[src/rtl/chip8_audio_pkg.sv]
// Shared types and constants for the CHIP-8 audio path (sound timer, tone
// generator, delta-sigma DAC front end).
package chip8_audio_pkg;

   typedef enum logic [1:0] {
      IDLE    = 2'd0,
      ATTACK  = 2'd1,
      SUSTAIN = 2'd2,
      RELEASE = 2'd3
   } env_state_t;

   localparam logic [7:0] SILENCE = 8'h80;

   // Defaults for the 8 MHz system clock
   localparam int unsigned DEF_TICK_DIV   = 133333;
   localparam int unsigned DEF_SAMPLE_DIV = 1000;
   localparam int unsigned DEF_TONE_HALF  = 8;
   localparam int unsigned DEF_AMP_MAX    = 127;
   localparam int unsigned DEF_ENV_STEP   = 8;

   // Offset-binary square-wave sample: high half above silence, low half below.
   function automatic logic [7:0] tone_sample(input logic pol, input logic [6:0] amp);
      logic [8:0] s;
      if (pol) s = {1'b0, SILENCE} - {2'b00, amp};
      else     s = {1'b0, SILENCE} + {2'b00, amp};
      return s[7:0];
   endfunction

endpackage

[src/rtl/chip8_sound_gen_strobe_div.sv]
// Free-running 0..DIV-1 prescaler; strobe is high for the cycle the count sits
// at its terminal value.
module strobe_div #(
   parameter int unsigned DIV = 2
) (
   input  logic clk,
   input  logic reset,
   output logic strobe
);

   localparam int unsigned W = (DIV > 1) ? $clog2(DIV) : 1;
   localparam logic [W-1:0] LAST = W'(DIV - 1);

   logic [W-1:0] cnt;

   assign strobe = (cnt == LAST);

   always_ff @(posedge clk or posedge reset) begin
      if (reset)       cnt <= '0;
      else if (strobe) cnt <= '0;
      else             cnt <= cnt + 1'b1;
   end

endmodule

[src/rtl/chip8_sound_gen.sv]
// CHIP-8 sound timer plus square-wave tone generator with amplitude envelope.
// Define CHIP8_SOUND_ENVELOPE_EN for the attack/release ramp; otherwise the
// gate switches the amplitude straight between 0 and AMP_MAX.
module chip8_sound_gen
   import chip8_audio_pkg::*;
#(
   parameter int unsigned TICK_DIV   = DEF_TICK_DIV,
   parameter int unsigned SAMPLE_DIV = DEF_SAMPLE_DIV,
   parameter int unsigned TONE_HALF  = DEF_TONE_HALF,
   parameter int unsigned AMP_MAX    = DEF_AMP_MAX,
   parameter int unsigned ENV_STEP   = DEF_ENV_STEP
) (
   input  logic       clk,
   input  logic       reset,
   input  logic       st_we,
   input  logic [7:0] st_wdata,
   input  logic       mute,
   output logic [7:0] st_value,
   output logic       active,
   output logic [7:0] sample,
   output logic       sample_valid
);

`ifdef CHIP8_SOUND_ENVELOPE_EN
   localparam bit ENV_EN = 1'b1;
`else
   localparam bit ENV_EN = 1'b0;
`endif

   // A full-scale step turns the ramp into a single-strobe jump, so the same
   // FSM covers both builds and ATTACK/RELEASE simply never get entered.
   localparam logic [6:0] AMP7  = 7'(AMP_MAX);
   localparam logic [6:0] STEP7 = ENV_EN ? 7'(ENV_STEP) : 7'(AMP_MAX);
   localparam int unsigned PW   = (TONE_HALF > 1) ? $clog2(TONE_HALF) : 1;
   localparam logic [PW-1:0] PH_LAST = PW'(TONE_HALF - 1);

   logic tick, strobe, gate;

   strobe_div #(.DIV(TICK_DIV)) u_tick_div (
      .clk    (clk),
      .reset  (reset),
      .strobe (tick)
   );

   strobe_div #(.DIV(SAMPLE_DIV)) u_sample_div (
      .clk    (clk),
      .reset  (reset),
      .strobe (strobe)
   );

   // Sound timer: a CPU write takes priority over a same-cycle tick.
   always_ff @(posedge clk or posedge reset) begin
      if (reset)                          st_value <= 8'd0;
      else if (st_we)                     st_value <= st_wdata;
      else if (tick && st_value != 8'd0)  st_value <= st_value - 8'd1;
   end

   assign active = (st_value != 8'd0);
   assign gate   = active & ~mute;

   env_state_t    state, state_n;
   logic [6:0]    amp, amp_n, amp_up, amp_dn;
   logic [7:0]    up_sum;
   logic [PW-1:0] phase, phase_n;
   logic          pol, pol_n;

   always_comb begin
      up_sum = {1'b0, amp} + {1'b0, STEP7};
      amp_up = (up_sum >= {1'b0, AMP7}) ? AMP7 : up_sum[6:0];
      amp_dn = (amp <= STEP7) ? 7'd0 : (amp - STEP7);
   end

   always_comb begin
      state_n = state;
      amp_n   = amp;
      phase_n = phase;
      pol_n   = pol;
      if (strobe) begin
         unique case (state)
            IDLE: begin
               amp_n = 7'd0;
               if (gate) begin
                  amp_n   = amp_up;
                  state_n = (amp_up == AMP7) ? SUSTAIN : ATTACK;
               end
            end
            ATTACK: begin
               if (!gate) begin
                  state_n = RELEASE;
               end else begin
                  amp_n = amp_up;
                  if (amp_up == AMP7) state_n = SUSTAIN;
               end
            end
            SUSTAIN: begin
               amp_n = AMP7;
               if (!gate) begin
                  amp_n   = amp_dn;
                  state_n = (amp_dn == 7'd0) ? IDLE : RELEASE;
               end
            end
            RELEASE: begin
               if (gate) begin
                  state_n = ATTACK;
               end else begin
                  amp_n = amp_dn;
                  if (amp_dn == 7'd0) state_n = IDLE;
               end
            end
            default: state_n = IDLE;
         endcase

         // Landing in IDLE re-arms the tone to start on its high half.
         if (state_n == IDLE) begin
            phase_n = '0;
            pol_n   = 1'b0;
         end else if (phase == PH_LAST) begin
            phase_n = '0;
            pol_n   = ~pol;
         end else begin
            phase_n = phase + 1'b1;
         end
      end
   end

   always_ff @(posedge clk or posedge reset) begin
      if (reset) begin
         state        <= IDLE;
         amp          <= 7'd0;
         phase        <= '0;
         pol          <= 1'b0;
         sample       <= SILENCE;
         sample_valid <= 1'b0;
      end else begin
         state        <= state_n;
         amp          <= amp_n;
         phase        <= phase_n;
         pol          <= pol_n;
         sample_valid <= strobe;
         if (strobe) sample <= tone_sample(pol, amp_n);
      end
   end

endmodule

[config.mk]
export PLATFORM = sky130hd
export DESIGN_NAME = chip8_sound_gen
export DESIGN_NICKNAME = d
export VERILOG_FILES = /design/src/rtl/chip8_audio_pkg.sv /design/src/rtl/chip8_sound_gen_strobe_div.sv /design/src/rtl/chip8_sound_gen.sv
export SDC_FILE = /design/constraint.sdc
export NUM_CORES = 1
export LEC_CHECK = 0
export ABC_AREA = 1
export ABC_CLOCK_PERIOD_IN_PS = 4200
export CAP_MARGIN = 10
export CORE_ASPECT_RATIO = 1.75
export CORE_UTILIZATION = 45
export DETAILED_ROUTE_END_ITERATION = 10
export DONT_BUFFER_PORTS = 1
export PLACE_DENSITY = 0.63
export SETUP_SLACK_MARGIN = 0.1
export SYNTH_ARGS = -nofsm -noshare
export SYNTH_HDL_FRONTEND = slang
export SYNTH_SLANG_ARGS = --single-unit
[constraint.sdc]
create_clock -name clk -period 4.2 [get_ports clk]
set_clock_uncertainty 0.2 [all_clocks]
set_input_delay 0.84 -clock clk [delete_from_list [all_inputs] [get_ports clk]]
set_output_delay 0.84 -clock clk [all_outputs]
set_load 0.02 [all_outputs]
; After elaboration in Yosys (flattened, before gate mapping)
; Cells that the tools add are included.
[classes]
eq_ne = 7
add_sub_neg = 8
bitwise_logic = 3
n_reduce_logical = 8
n_mux = 27
n_lt_le_gt_ge = 2
[ops]
columns = cell, count
row1 = $mux 7, 7
row2 = $pmux 7 s4, 1
row3 = $mux 8, 3
row4 = $add 18x1->18 const B, 1
row5 = $eq 18x18->1 const B, 1
row6 = $mux 18, 1
row7 = $mux 2, 9
row8 = $add 10x1->10 const B, 1
row9 = $eq 10x10->1 const B, 1
row10 = $mux 10, 1
row11 = $add 7x7->8 const B, 1
row12 = $add 8x7->8 const A, 1
row13 = $ge 8x7->1 const B, 1
row14 = $pmux 2 s4, 1
row15 = $reduce_bool 8->1, 1
row16 = $sub 8x1->8 const B, 1
row17 = $sub 8x7->8 const A, 1
row18 = $eq 7x7->1 const B, 1
row19 = $le 7x7->1 const B, 1
row20 = $logic_not 7->1, 1
row21 = $sub 7x7->7 const B, 1
row22 = $mux 3, 2
row23 = $eq 2x2->1 const B, 2
row24 = $logic_not 2->1, 2
row25 = 9 further kinds, 12
[word_totals]
register_bits = 58
output_inout_bits = 18
inputBits = 12

; Logic depth before layout (Yosys ltp)
; Gate-level depths: netlist (run 1).
[logic_depth]
ltp_word = 11
depth_mapped = 18

; Modules after synthesis
; From an unflattened synthesis (run 1), not the netlist that was laid out.
[unflattened]
hier_cells = 495
area_unflattened_um2 = 3786.1
[modules_own_cells]
columns = module, area_each_um2, cells_each, instances
row1 = chip8_sound_gen, 2134.5, 277, 1
row2 = strobe_div at u_tick_div, 1073.5, 135, 1
row3 = strobe_div at u_sample_div, 578.1, 83, 1

; Worst setup path after synthesis (run 1)
; OpenSTA, ideal clock, no wires.
[synth_path]
kind = reg-to-reg
startpoint = reg st_value[0]
endpoint = reg sample[2]
setup_slack_ps = 1728
arrival_ps = 2154
stages_incl_launch_ff = 16
required_ps = 3881
period_less_slack_ps = 2472
setup_time_ps = 119
path_cell_list = dfrtp_1 inv_1 ha_1 nand2_2 nor2_1 nor2_2 nand2_1 o21ai_1 inv_1 nand3_1 nand2_2 ha_1 nor2_1 xnor2_1 nand2_1 o21a_1
[synth_via]
elab_chain_cells = 7
elab_cells_between_ends = 11
[synth_lines]
columns = item, line
row1 = start: declaration, chip8_sound_gen.sv:18  ; output logic [7:0] st_value,
row2 = start signal: assignment, chip8_sound_gen.sv:54  ; else if (st_we) st_value <= st_wdata;
row3 = start signal: assignment, chip8_sound_gen.sv:55  ; else if (tick && st_value != 8'd0) st_value <= st_value - 8'd1;
row4 = $reduce_bool 8->1 *, chip8_sound_gen.sv:58  ; assign active = (st_value != 8'd0);
row5 = $and 1x1->1 *, chip8_sound_gen.sv:59  ; assign gate = active & ~mute;
row6 = $mux 7 (on tied branches), --
row7 = $pmux 7 s4 *, chip8_sound_gen.sv:79  ; unique case (state)
row8 = $mux 7 *, chip8_sound_gen.sv:78  ; if (strobe) begin
row9 = $add 8x7->8 or $sub 8x7->8 (tied branches), "chip8_audio_pkg.sv:25, chip8_audio_pkg.sv:24"
row10 = $mux 8 *, chip8_audio_pkg.sv:24  ; if (pol) s = {1'b0, SILENCE} - {2'b00, amp};
row11 = end signal: assignment, chip8_sound_gen.sv:140  ; if (strobe) sample <= tone_sample(pol, amp_n);
row12 = end: declaration, chip8_sound_gen.sv:20  ; output logic [7:0] sample,
; Every way passes the cells marked *; elsewhere a longest branch is shown, timed or not.
; A chain may end at the register's enable or synchronous reset.

; Final worst setup path (run 1)
[layout_path]
startpoint = reg st_value[0]
endpoint = reg sample[6]
; The elaborated chain is that of the path after synthesis.

==> metrics.cfg, run 1 <==
[cts]
numClockSinks=58
cts_root_buf=clkbuf_16
cts_tree=yes
clkLatencyLatePin_ns=0.33
clockBufferDepth=2
clk_pin_slew_worst_paths_ns=0.05
cts_buffers=9
h-tree-depth=3
postCtsSetupRepairBufs=0
cts_resized=0
cts_hold_buf=0

[global_route]
grt_overflow=0
grt_pass1_wl_mm=14.1
antenna_found_initial=0
grt_usage_pct=21.5
grt_start_max_net_pins=31
grt_pass1_vias=3055

[layout]
fin_util_pct=50.5
fillers=796
diodes=0
register_area_um2=1450
finalNetCount=503
synthToLayoutAreaGrowth_pct=9.64
drive_gt1_share_pct=14.8
stdcell_area_um2=4000
multi_input_area_um2=1800
final_cells=576

[hold_path]
min_to=u_sample_div.cnt[4]
min_from=u_sample_div.cnt[4]
hold_depth=1
min_path_type=reg2reg

[sta]
hold_slack_ns=0.263
setup_violations=0
fin_crit_ns=2.83
slew_headroom_pct=59.0
fin_crit_sh_pct=67.3
tightest_slew_ns=0.614
clock.fmax_mhz=354
drv_slew=0
hold_viol=0
rsz0062_at_grt=false
finalSetupTns_ns=0
setup_slack_ns=1.37

[drt]
drc=0
routed_wl_mm=8.22
post_drt_wl_per_cell_um=14.3
detail-route-antenna-nets=0
dr.first_iter.drc_count=106
drt_pass1_iterations=6
viasPerCell=5.27
vias=3035

[placed_design]
port-buffer-count=0
place_ws_ns=1.40
dp_hpwl_mm=6.30
placedCellCount=560
gp_congestion=0.921
postPlaceCellArea_um2=3710

[critical_path]
slowest_stage=dfrtp_1
critPathLaunch=st_value[0]
cp.arrival_ns=2.88
r2r_slack_ns=1.37
path_class=reg2reg
r2r_end=sample[6]
required_ns=4.25
max_stage_delay_ns=0.46
end_kind=flip-flop
path_cells=inv_1, ha_1, nand2_2, nor2_1, nor2_2, nand2_1, o21ai_1, inv_1, nand3_1, nand2_2, ha_1, nand2_2, nor2_1, nand2_1, nand2_1, nand2_1, nand2_2, a21oi_2
critPathMaxFanout=8
reg2reg_depth=18
startpoint_type=flip-flop
crit-reg2reg-launch=st_value[0]

[floorplanning]
die-width_um=70.0
boundaryPins=30
die_area_um2=8480
die_y_um=121
rows=43
initial_utilization_pct=46.1
coreArea_um2=7910

[run_status]
outcome=complete, no violations

[yosys]
synth-seq-area-share_pct=39.8
synth_area_um2=3650
yosys_register_bits=58
yosysWarningCount=0
syn_inst=477
syn_area_per_cell_um2=7.64
synth_nets=499
post_synth_num_cell_types=48

[pwr]
total_leakage_power_nw=2.06
power_density_nw_per_um2=335
total_power_mw=1.34
ir_drop_mv=0.217

[job]
cap_violations=0

report_power, final:
part | switching, mW | total (mW) | internal [mW]
combinational | 0.0406 | 0.0593 | 0.0187
clock | 0.243 | 0.688 | 0.445
sequential | 0.0222 | 0.591 | 0.569
final cells by class:
| class | count | area share [%] |
|---|---|---|
| Multi-Input combinational cell | 322 | 45.0 |
| Clock buffer | 14 | 6.85 |
| Sequential cell | 58 | 36.3 |
| Inverter | 87 | 8.17 |
| Tap cell | 90 | 2.82 |
| Timing Repair Buffer | 3 | 0.563 |
| Clock inverter | 2 | 0.250 |
worst max-delay path, delay by kind of cell (launching register included):
kind                     cells  cell delay [ns]
AND/OR/NAND/NOR             12             1.17
buffers and inverters        2             0.17
flip-flops                   1             0.46
adder cells (fa/ha/maj)      2             0.49
AO/OA/AOI/OAI                2             0.26
layer usage:
layer  vias up  global-route usage (%)  share of wire [%]
li1       1530                       -                  -
met1      1434                    21.5                 38
met2        52                    40.4                 55
met3        19                    4.73                3.2
met4         0                    11.4                3.4
met5         -                       0                  0
worst max-delay path by stage:
stage,end,slack [ns],cells past startpoint
after global routing,sample[6],1.12,18
after detailed placement,sample[6],1.40,18
after floorplan,amp[0],1.73,1
final,sample[6],1.37,18
after global placement,sample[2],1.48,15
after CTS,sample[6],1.38,18
flip-flops by register name, indices dropped and copies added, names as in the netlist:
name              cells
amp                   7
sample                8
sample_valid          1
u_sample_div.cnt     10
state                 2
u_tick_div.cnt       18
st_value              8
phase                 3
pol                   1
cell families (layout without fill, tap and decap cells):
group | Yosys count | count (layout) | share of synthesized area [%]
flip-flops | 58 | 58 | 39.8
XOR/XNOR | 12 | 12 | 2.88
AO/OA/AOI/OAI | 55 | 55 | 9.47
AND/OR/NAND/NOR | 245 | 245 | 33.6
buffers and inverters | 97 | 106 | 10.8
adder cells (fa/ha/maj) | 10 | 10 | 3.43
cell usage in the layout, fill, tap and decap left out, drive strengths merged, types with 5 or more instances in the layout:
| master | synthesis | final |
|---|---|---|
| clkbuf | 3 | 14 |
| inv | 86 | 86 |
| xor2 | 8 | 8 |
| dfrtp | 57 | 57 |
| nor2 | 56 | 56 |
| a21oi | 13 | 13 |
| nand4 | 12 | 12 |
| o211ai | 5 | 5 |
| ha | 10 | 10 |
| nand3 | 44 | 44 |
| nor4 | 5 | 5 |
| nor3 | 10 | 10 |
| nand2 | 112 | 112 |
| o21ai | 25 | 25 |
synthesized netlist by cell type, drive strengths merged:
| cell type | number | area (um2) |
|---|---|---|
| a2bb2oi | 1 | 8.76 |
| o22ai | 1 | 6.26 |
| nor2 | 56 | 240 |
| xor2 | 8 | 70.1 |
| nand2 | 112 | 450 |
| a21oi | 13 | 80.1 |
| o211ai | 5 | 37.5 |
| o21a | 1 | 7.51 |
| or3 | 1 | 6.26 |
| nand4 | 12 | 75.1 |
| a21o | 1 | 7.51 |
| o22a | 1 | 8.76 |
| o221ai | 1 | 8.76 |
| nor3b | 3 | 27.5 |
| or2 | 2 | 12.5 |
| dfstp | 1 | 26.3 |
| clkbuf | 3 | 11.3 |
| buf | 7 | 56.3 |
| nor3 | 10 | 65.1 |
| ha | 10 | 125 |
| nor4 | 5 | 73.8 |
| xnor2 | 4 | 35.0 |
| a21boi | 1 | 11.3 |
| dfrtp | 57 | 1430 |
| a22oi | 1 | 7.51 |
| a31oi | 1 | 6.26 |
| o21ai | 25 | 129 |
| o311ai | 2 | 17.5 |
| inv | 86 | 323 |
| a31o | 1 | 8.76 |
| clkinv | 1 | 3.75 |
| nand3 | 44 | 273 |
(Power assumes the default switching activity.)
==> inputs of run 2 (changes only) <==
--- a/config.mk
+++ b/config.mk
@@ -6,7 +6,7 @@
 export NUM_CORES = 1
 export LEC_CHECK = 0
 export ABC_AREA = 1
-export ABC_CLOCK_PERIOD_IN_PS = 4200
+export ABC_CLOCK_PERIOD_IN_PS = 2900
 export CAP_MARGIN = 10
 export CORE_ASPECT_RATIO = 1.75
 export CORE_UTILIZATION = 45
==> constraint.sdc (replaced) <==
create_clock -name clk -period 2.9 [get_ports clk]
set_clock_uncertainty 0.2 [all_clocks]
set_input_delay 0.58 -clock clk [delete_from_list [all_inputs] [get_ports clk]]
set_output_delay 0.58 -clock clk [all_outputs]
set_load 0.02 [all_outputs]
==> run 2 against run 1 <==
  * Cell count grew 1.6%
  * Sequential power increased by 45%
  * Via count is 2.3% higher
  * Design area grew 2.6%
  * Routed wire length is 1.8% higher
  * Largest power group unchanged
  * Critical path type unchanged
  * Maximum frequency is 9.9% higher
  * Register-to-register slack got worse by 1.0 ns
  * Largest cell class unchanged
==> metrics.cfg, run 2 (synthesis gave the netlist of run 1 again) <==
[run_status]
outcome=complete, no violations

[layout]
diodes=0
fin_util_pct=51.9
layout.cells.most_common_list=102 x nand2_1, 78 x inv_1, 55 x dfrtp_1
multi_input_area_um2=1820
layout_commonest_cell=nand2_1
final_cells=585
drive_gt1_share_pct=17.2
largest_reg_flops=18
reg_top3=u_tick_div.cnt: 18 flops, u_sample_div.cnt: 10 flops
synthToLayoutAreaGrowth_pct=12.5
fillers=771
top_register=u_tick_div.cnt
register_area_um2=1460
finalNetCount=512

[pwr]
total_leakage_power_nw=2.10
pwr-share-clk_pct=52.0
comb_power_share_pct=4.8
switching_share_pct=23.6
seq_power_share_pct=43.2
p_int_mw=1.51
ir_drop_mv=0.379
p_sw_mw=0.468
power_density_nw_per_um2=483

[floorplanning]
coreArea_um2=7910
die_y_um=121
die-width_um=70.0
rows=43
boundaryPins=30
initial_utilization_pct=46.1
die_area_um2=8480

[drt]
detail-route-antenna-nets=0
routed_wl_mm=8.37
drc=0
vias=3106
dr.first_iter.drc_count=201
drt_pass1_iterations=4
viasPerCell=5.31
post_drt_wl_per_cell_um=14.3

[hold_path]
min_path_type=in2async

[sta]
finalSetupTns_ns=0
hold_viol=0
setup_violations=0
tightest_slew_ns=0.612
slew_headroom_pct=59.1
setup_slack_ns=0.327
fin_crit_ns=2.57
fin_crit_sh_pct=88.7
hold_slack_ns=0.00333
clock.fmax_mhz=389
drv_slew=0
rsz0062_at_grt=false

[critical_path]
critPathMaxFanout=8
path_cells=ha_1, nand2_1, inv_1, nand3_2, nor2_4, nand4_1, nand2_1, nand3_1, nand2_2, ha_2, nand2_2, nor2_1, nand2_1, nand2_1, nand2_1, nand2_2, a21oi_2
max_stage_delay_ns=0.37
end_kind=flip-flop
path_class=reg2reg
crit_path_frequent_cell=nand2_1
slowest_stage=dfrtp_1
cp.arrival_ns=2.59
required_ns=2.92
path_buf_inv=1
startpoint_type=flip-flop
cp_top_family=simple AND/OR/NAND/NOR gates

[global_route]
grt_overflow=0
grt_start_max_net_pins=33
grt_usage_pct=21.9
grt_pass1_wl_mm=14.4
antenna_found_initial=0
grt_pass1_vias=3239

[cts]
cts_buffers=9
cts_root_buf=clkbuf_16
numClockSinks=58
clockBufferDepth=2
cts_tree=yes
clkLatencyLatePin_ns=0.33
h-tree-depth=3
clk_pin_slew_worst_paths_ns=0.05

[placed_design]
port-buffer-count=0
place_ws_ns=0.320
gp_congestion=0.951
placedCellCount=567
dp_hpwl_mm=6.41

[job]
cap_violations=0

## run 2: changes by cell type in the layout (fill, tap and decap cells not counted), moves of 2 or more
cell,delta
dfrtp_2,+2
clkinv_2,+2
dfrtp_1,-2
buf_4,+8
clkbuf_8,-3
## run 2: worst reg2reg max path, delay by kind of cell, from the launching register on
kind	cells	cell delay, ns
AOI/OAI and AO/OA	1	0.05
and+or+nand+nor	13	1.35
adders and majority gates	2	0.39
DFF	1	0.37
buffers and inverters	1	0.10
## run 2: power groups by stage
stage | clock [mW] | combinational (mW) | sequential, mW
floorplan | 0 | 0.0732 | 0.865
global placement | 0 | 0.0919 | 0.869
detailed placement | 0 | 0.0940 | 0.869
CTS | 1.05 | 0.0948 | 0.855
global route | 1.07 | 0.111 | 0.857
finish | 1.03 | 0.0956 | 0.856
## run 2: layout make-up
class                   count  share of cell area [%]
clock inverters             6                    1.40
well taps                  90                    2.75
clock buffers              10                    5.58
flip-flops and latches     58                    35.5
inverters                  87                    7.96
repair buffers             12                    2.50
multi-input cells         322                    44.3
## run 2: timing repair
action	in CTS	in global routing
setup buffers	0	2
endpoints found under the setup margin	0	2
gates resized for setup	0	5
hold buffers	0	0
## run 2: final timing paths
check	startpoint	to	cells past startpoint	slack, ns
worst max-delay path	u_sample_div.cnt[0]	sample[6]	17	0.33
max in group asynchronous	reset	st_value[1]	2	1.89
worst min-delay path	reset	sample_valid	1	0.003
min in group clk	st_we	st_value[5]	2	0.18
worst min register to register	u_sample_div.cnt[4]	u_sample_div.cnt[4]	1	0.28
worst max register to register	u_sample_div.cnt[0]	sample[6]	17	0.33
## run 2: metrics by stage
| step | total power, mW | instance area, um2 |
|---|---|---|
| after global routing | 2.04 | 4100 |
| after global placement | 0.961 | 3780 |
| after detailed placement | 0.963 | 3780 |
| after floorplan | 0.938 | 3650 |
| after CTS | 2.00 | 4070 |
| final | 1.98 | 4100 |
## run 2: metal layers
metal	global-route usage (%)	up-vias	share of wire (%)
met2	40.1	69	55
met5	0	-	0
met4	16.8	0	5.0
met3	3.41	35	3.2
met1	21.6	1449	37
li1	-	1553	-
==> inputs of run 3 (changes only) <==
--- a/config.mk
+++ b/config.mk
@@ -5,7 +5,6 @@
 export SDC_FILE = /design/constraint.sdc
 export NUM_CORES = 1
 export LEC_CHECK = 0
-export ABC_AREA = 1
 export ABC_CLOCK_PERIOD_IN_PS = 2900
 export CAP_MARGIN = 10
 export CORE_ASPECT_RATIO = 1.75
==> constraint.sdc (replaced) <==
create_clock -name clk -period 2.9 [get_ports clk]
set_clock_uncertainty 0.2 [all_clocks]
set_input_delay 0.29 -clock clk [delete_from_list [all_inputs] [get_ports clk]]
set_output_delay 0.29 -clock clk [all_outputs]
set_load 0.02 [all_outputs]
==> run 3 against run 2 <==
  * Sequential power fell by 2%
  * Via count fell by 16%
  * Global-route usage rose by 0.51 points
  * Non-clock buffer count rose by 32
  * Utilization rose by 6.9 points
  * Maximum frequency fell by 7.1%
  * Sequential cell count did not move
  * Synthesized area fell by 14%
  * Largest cell class unchanged
==> metrics.cfg, run 3 <==
[run_status]
outcome=complete, no violations

[yosys]
yosysWarningCount=0
syn_area_per_cell_um2=9.52
synth_nets=352
synthTopCellsByCount=57 x dfrtp_1, 38 x nand2_1, 34 x nor2_1, 23 x o21ai_0, 18 x inv_1
synth_top_family_by_area=simple AND/OR/NAND/NOR gates
syn_inst=330
synth_flop_cell=dfrtp_1
synthAdderAreaFrac_pct=3.98
muxShareOfSynthArea_pct=0.358
synth_most_common_cell=dfrtp_1
synth-edff-count=0
yosys_register_bits=58
synthTopCellsByArea=dfrtp_1 45%, xor2_1 4.7%, nand2_1 4.5%
synth-seq-area-share_pct=46.2
synth-compound-area-share_pct=15.0
synth.largest_area_cell=dfrtp_1
synthSimpleGateAreaFrac_pct=21.6
synth_top_area_share_pct=45.4
async_flop_share_pct=100
yosys.area_share.xor_xnor_pct=9.20
synth_area_um2=3140
post_synth_num_cell_types=53

[sta]
fin_crit_ns=2.77
drv_slew=0
setup_violations=0
slew_headroom_pct=58.2
setup_slack_ns=0.129
clock.fmax_mhz=361
rsz0062_at_grt=true
hold_slack_ns=0.117
hold_viol=0
tightest_slew_ns=0.627
fin_crit_sh_pct=95.6

[drt]
viasPerCell=5.61
detail-route-antenna-nets=0
dr.first_iter.drc_count=112
vias=2608
post_drt_wl_per_cell_um=16.4
routed_wl_mm=7.65
drc=0
drt_pass1_iterations=4

[layout]
finalNetCount=398
top_register=u_tick_div.cnt
reg_top3=u_tick_div.cnt: 18 flops, u_sample_div.cnt: 10 flops
drive_gt1_share_pct=23.4
largest_reg_flops=18
layout_commonest_cell=dfrtp_1
stdcell_area_um2=4000
synthToLayoutAreaGrowth_pct=27.2
layout.cells.most_common_list=54 x dfrtp_1, 38 x nand2_1, 32 x nor2_1, 32 x buf_4, 23 x o21ai_0
diodes=0

[critical_path]
cp.arrival_ns=2.84
end_kind=flip-flop
startpoint_type=flip-flop
path_class=reg2reg
critPathMaxFanout=3
required_ns=2.97

[global_route]
met3_usage_pct=6.71
grt_pass1_vias=2614
grt_overflow=0
grt_use_met1_pct=23.2
grt_start_max_net_pins=31
use_met2_pct=39.2
grt_pass1_wl_mm=12.2
top_usage_layer=met2
grt_usage_pct=22.4
antenna_found_initial=0

[cts]
clockBufferDepth=2
cts_root_buf=clkbuf_16
cts_buffers=9
clk_pin_slew_worst_paths_ns=0.05
clkLatencyLatePin_ns=0.33
numClockSinks=58
cts_tree=yes
h-tree-depth=3

[placed_design]
port-buffer-count=0
postPlaceCellArea_um2=3420
dp_hpwl_mm=5.20
gp_congestion=0.912
place_ws_ns=-0.0659

[floorplanning]
boundaryPins=30
initial_utilization_pct=46.2
coreArea_um2=6810
die_area_um2=7330
die-width_um=65.2
rows=40
die_y_um=113

[job]
cap_violations=0

[pwr]
power_density_nw_per_um2=513
total_leakage_power_nw=1.75
ir_drop_mv=0.446

[hold_path]
min_path_type=in2reg

[run 3: cell families (layout without fill, tap and decap cells)]
family                   Yosys count  count (layout)
flip-flops                        58              58
XOR/XNOR                          33              33
adder cells (fa/ha/maj)           10              10
AO/OA/AOI/OAI                     70              70
buffers and inverters             29              80
multiplexers                       1               1
AND/OR/NAND/NOR                  129             129
[run 3: what timing repair did]
item,CTS,global route
gates resized for setup,4,15
endpoints found under the setup margin,7,7
hold buffers,10,0
pin swaps,0,8
buffers inserted,0,12
hold endpoints to repair,36,0
[run 3: layer usage]
metal / part of all wire, % / routed length, um
met3: 4.2 / 322
met1: 37 / 2860
met5: 0 / 0
met4: 2.7 / 210
met2: 56 / 4250
[run 3: area by class of cell]
cell class	instances	area (um2)
Inverter	20	77.6
Sequential cell	58	1460
Multi-Input combinational cell	243	1700
Clock buffer	11	243
Fill cell	617	2810
Clock inverter	5	53.8
Tap cell	84	105
Timing Repair Buffer	44	357
[run 3: critical path, cell delays in order (launching register included)]
cell,delay [ns]
dfrtp_1,0.38
or4_4,0.57
or4_1,0.41
a22o_1,0.21
a22o_4,0.24
nor2_4,0.12
nand2_1,0.09
o311ai_2,0.33
o21a_1,0.16
[run 3: where the power goes]
group          switching [mW]  total [mW]  internal, mW  leakage (nW)
Sequential             0.0187       0.841         0.823         0.693
Clock                   0.363        1.05         0.684         0.149
Combinational          0.0934       0.162        0.0688         0.908
[run 3: path summary, 6_finish.rpt]
check	slack [ns]	startpoint	endpoint	depth (start not counted)
max in group asynchronous	1.38	reset	sample[7]	3
min in group asynchronous	0.31	reset	amp[0]	2
min	0.12	mute	amp[3]	3
max	0.13	amp[0]	sample[7]	8
max reg2reg	0.13	amp[0]	sample[7]	8
min reg2reg	0.27	phase[1]	phase[1]	2
[run 3: through the flow]
stage / std cells / total power, mW / setup TNS (ns) / util, %
2_1_floorplan: 330 / 0.944 / 0 / -
3_3_place_gp: 427 / 0.986 / 0 / 50.2
3_5_place_dp: 427 / 0.989 / -0.0659 / 50.2
4_1_cts: 453 / 2.06 / 0 / 56.3
5_1_grt: 465 / 2.13 / 0 / 58.7
6_report: 465 / 2.05 / 0 / 58.7
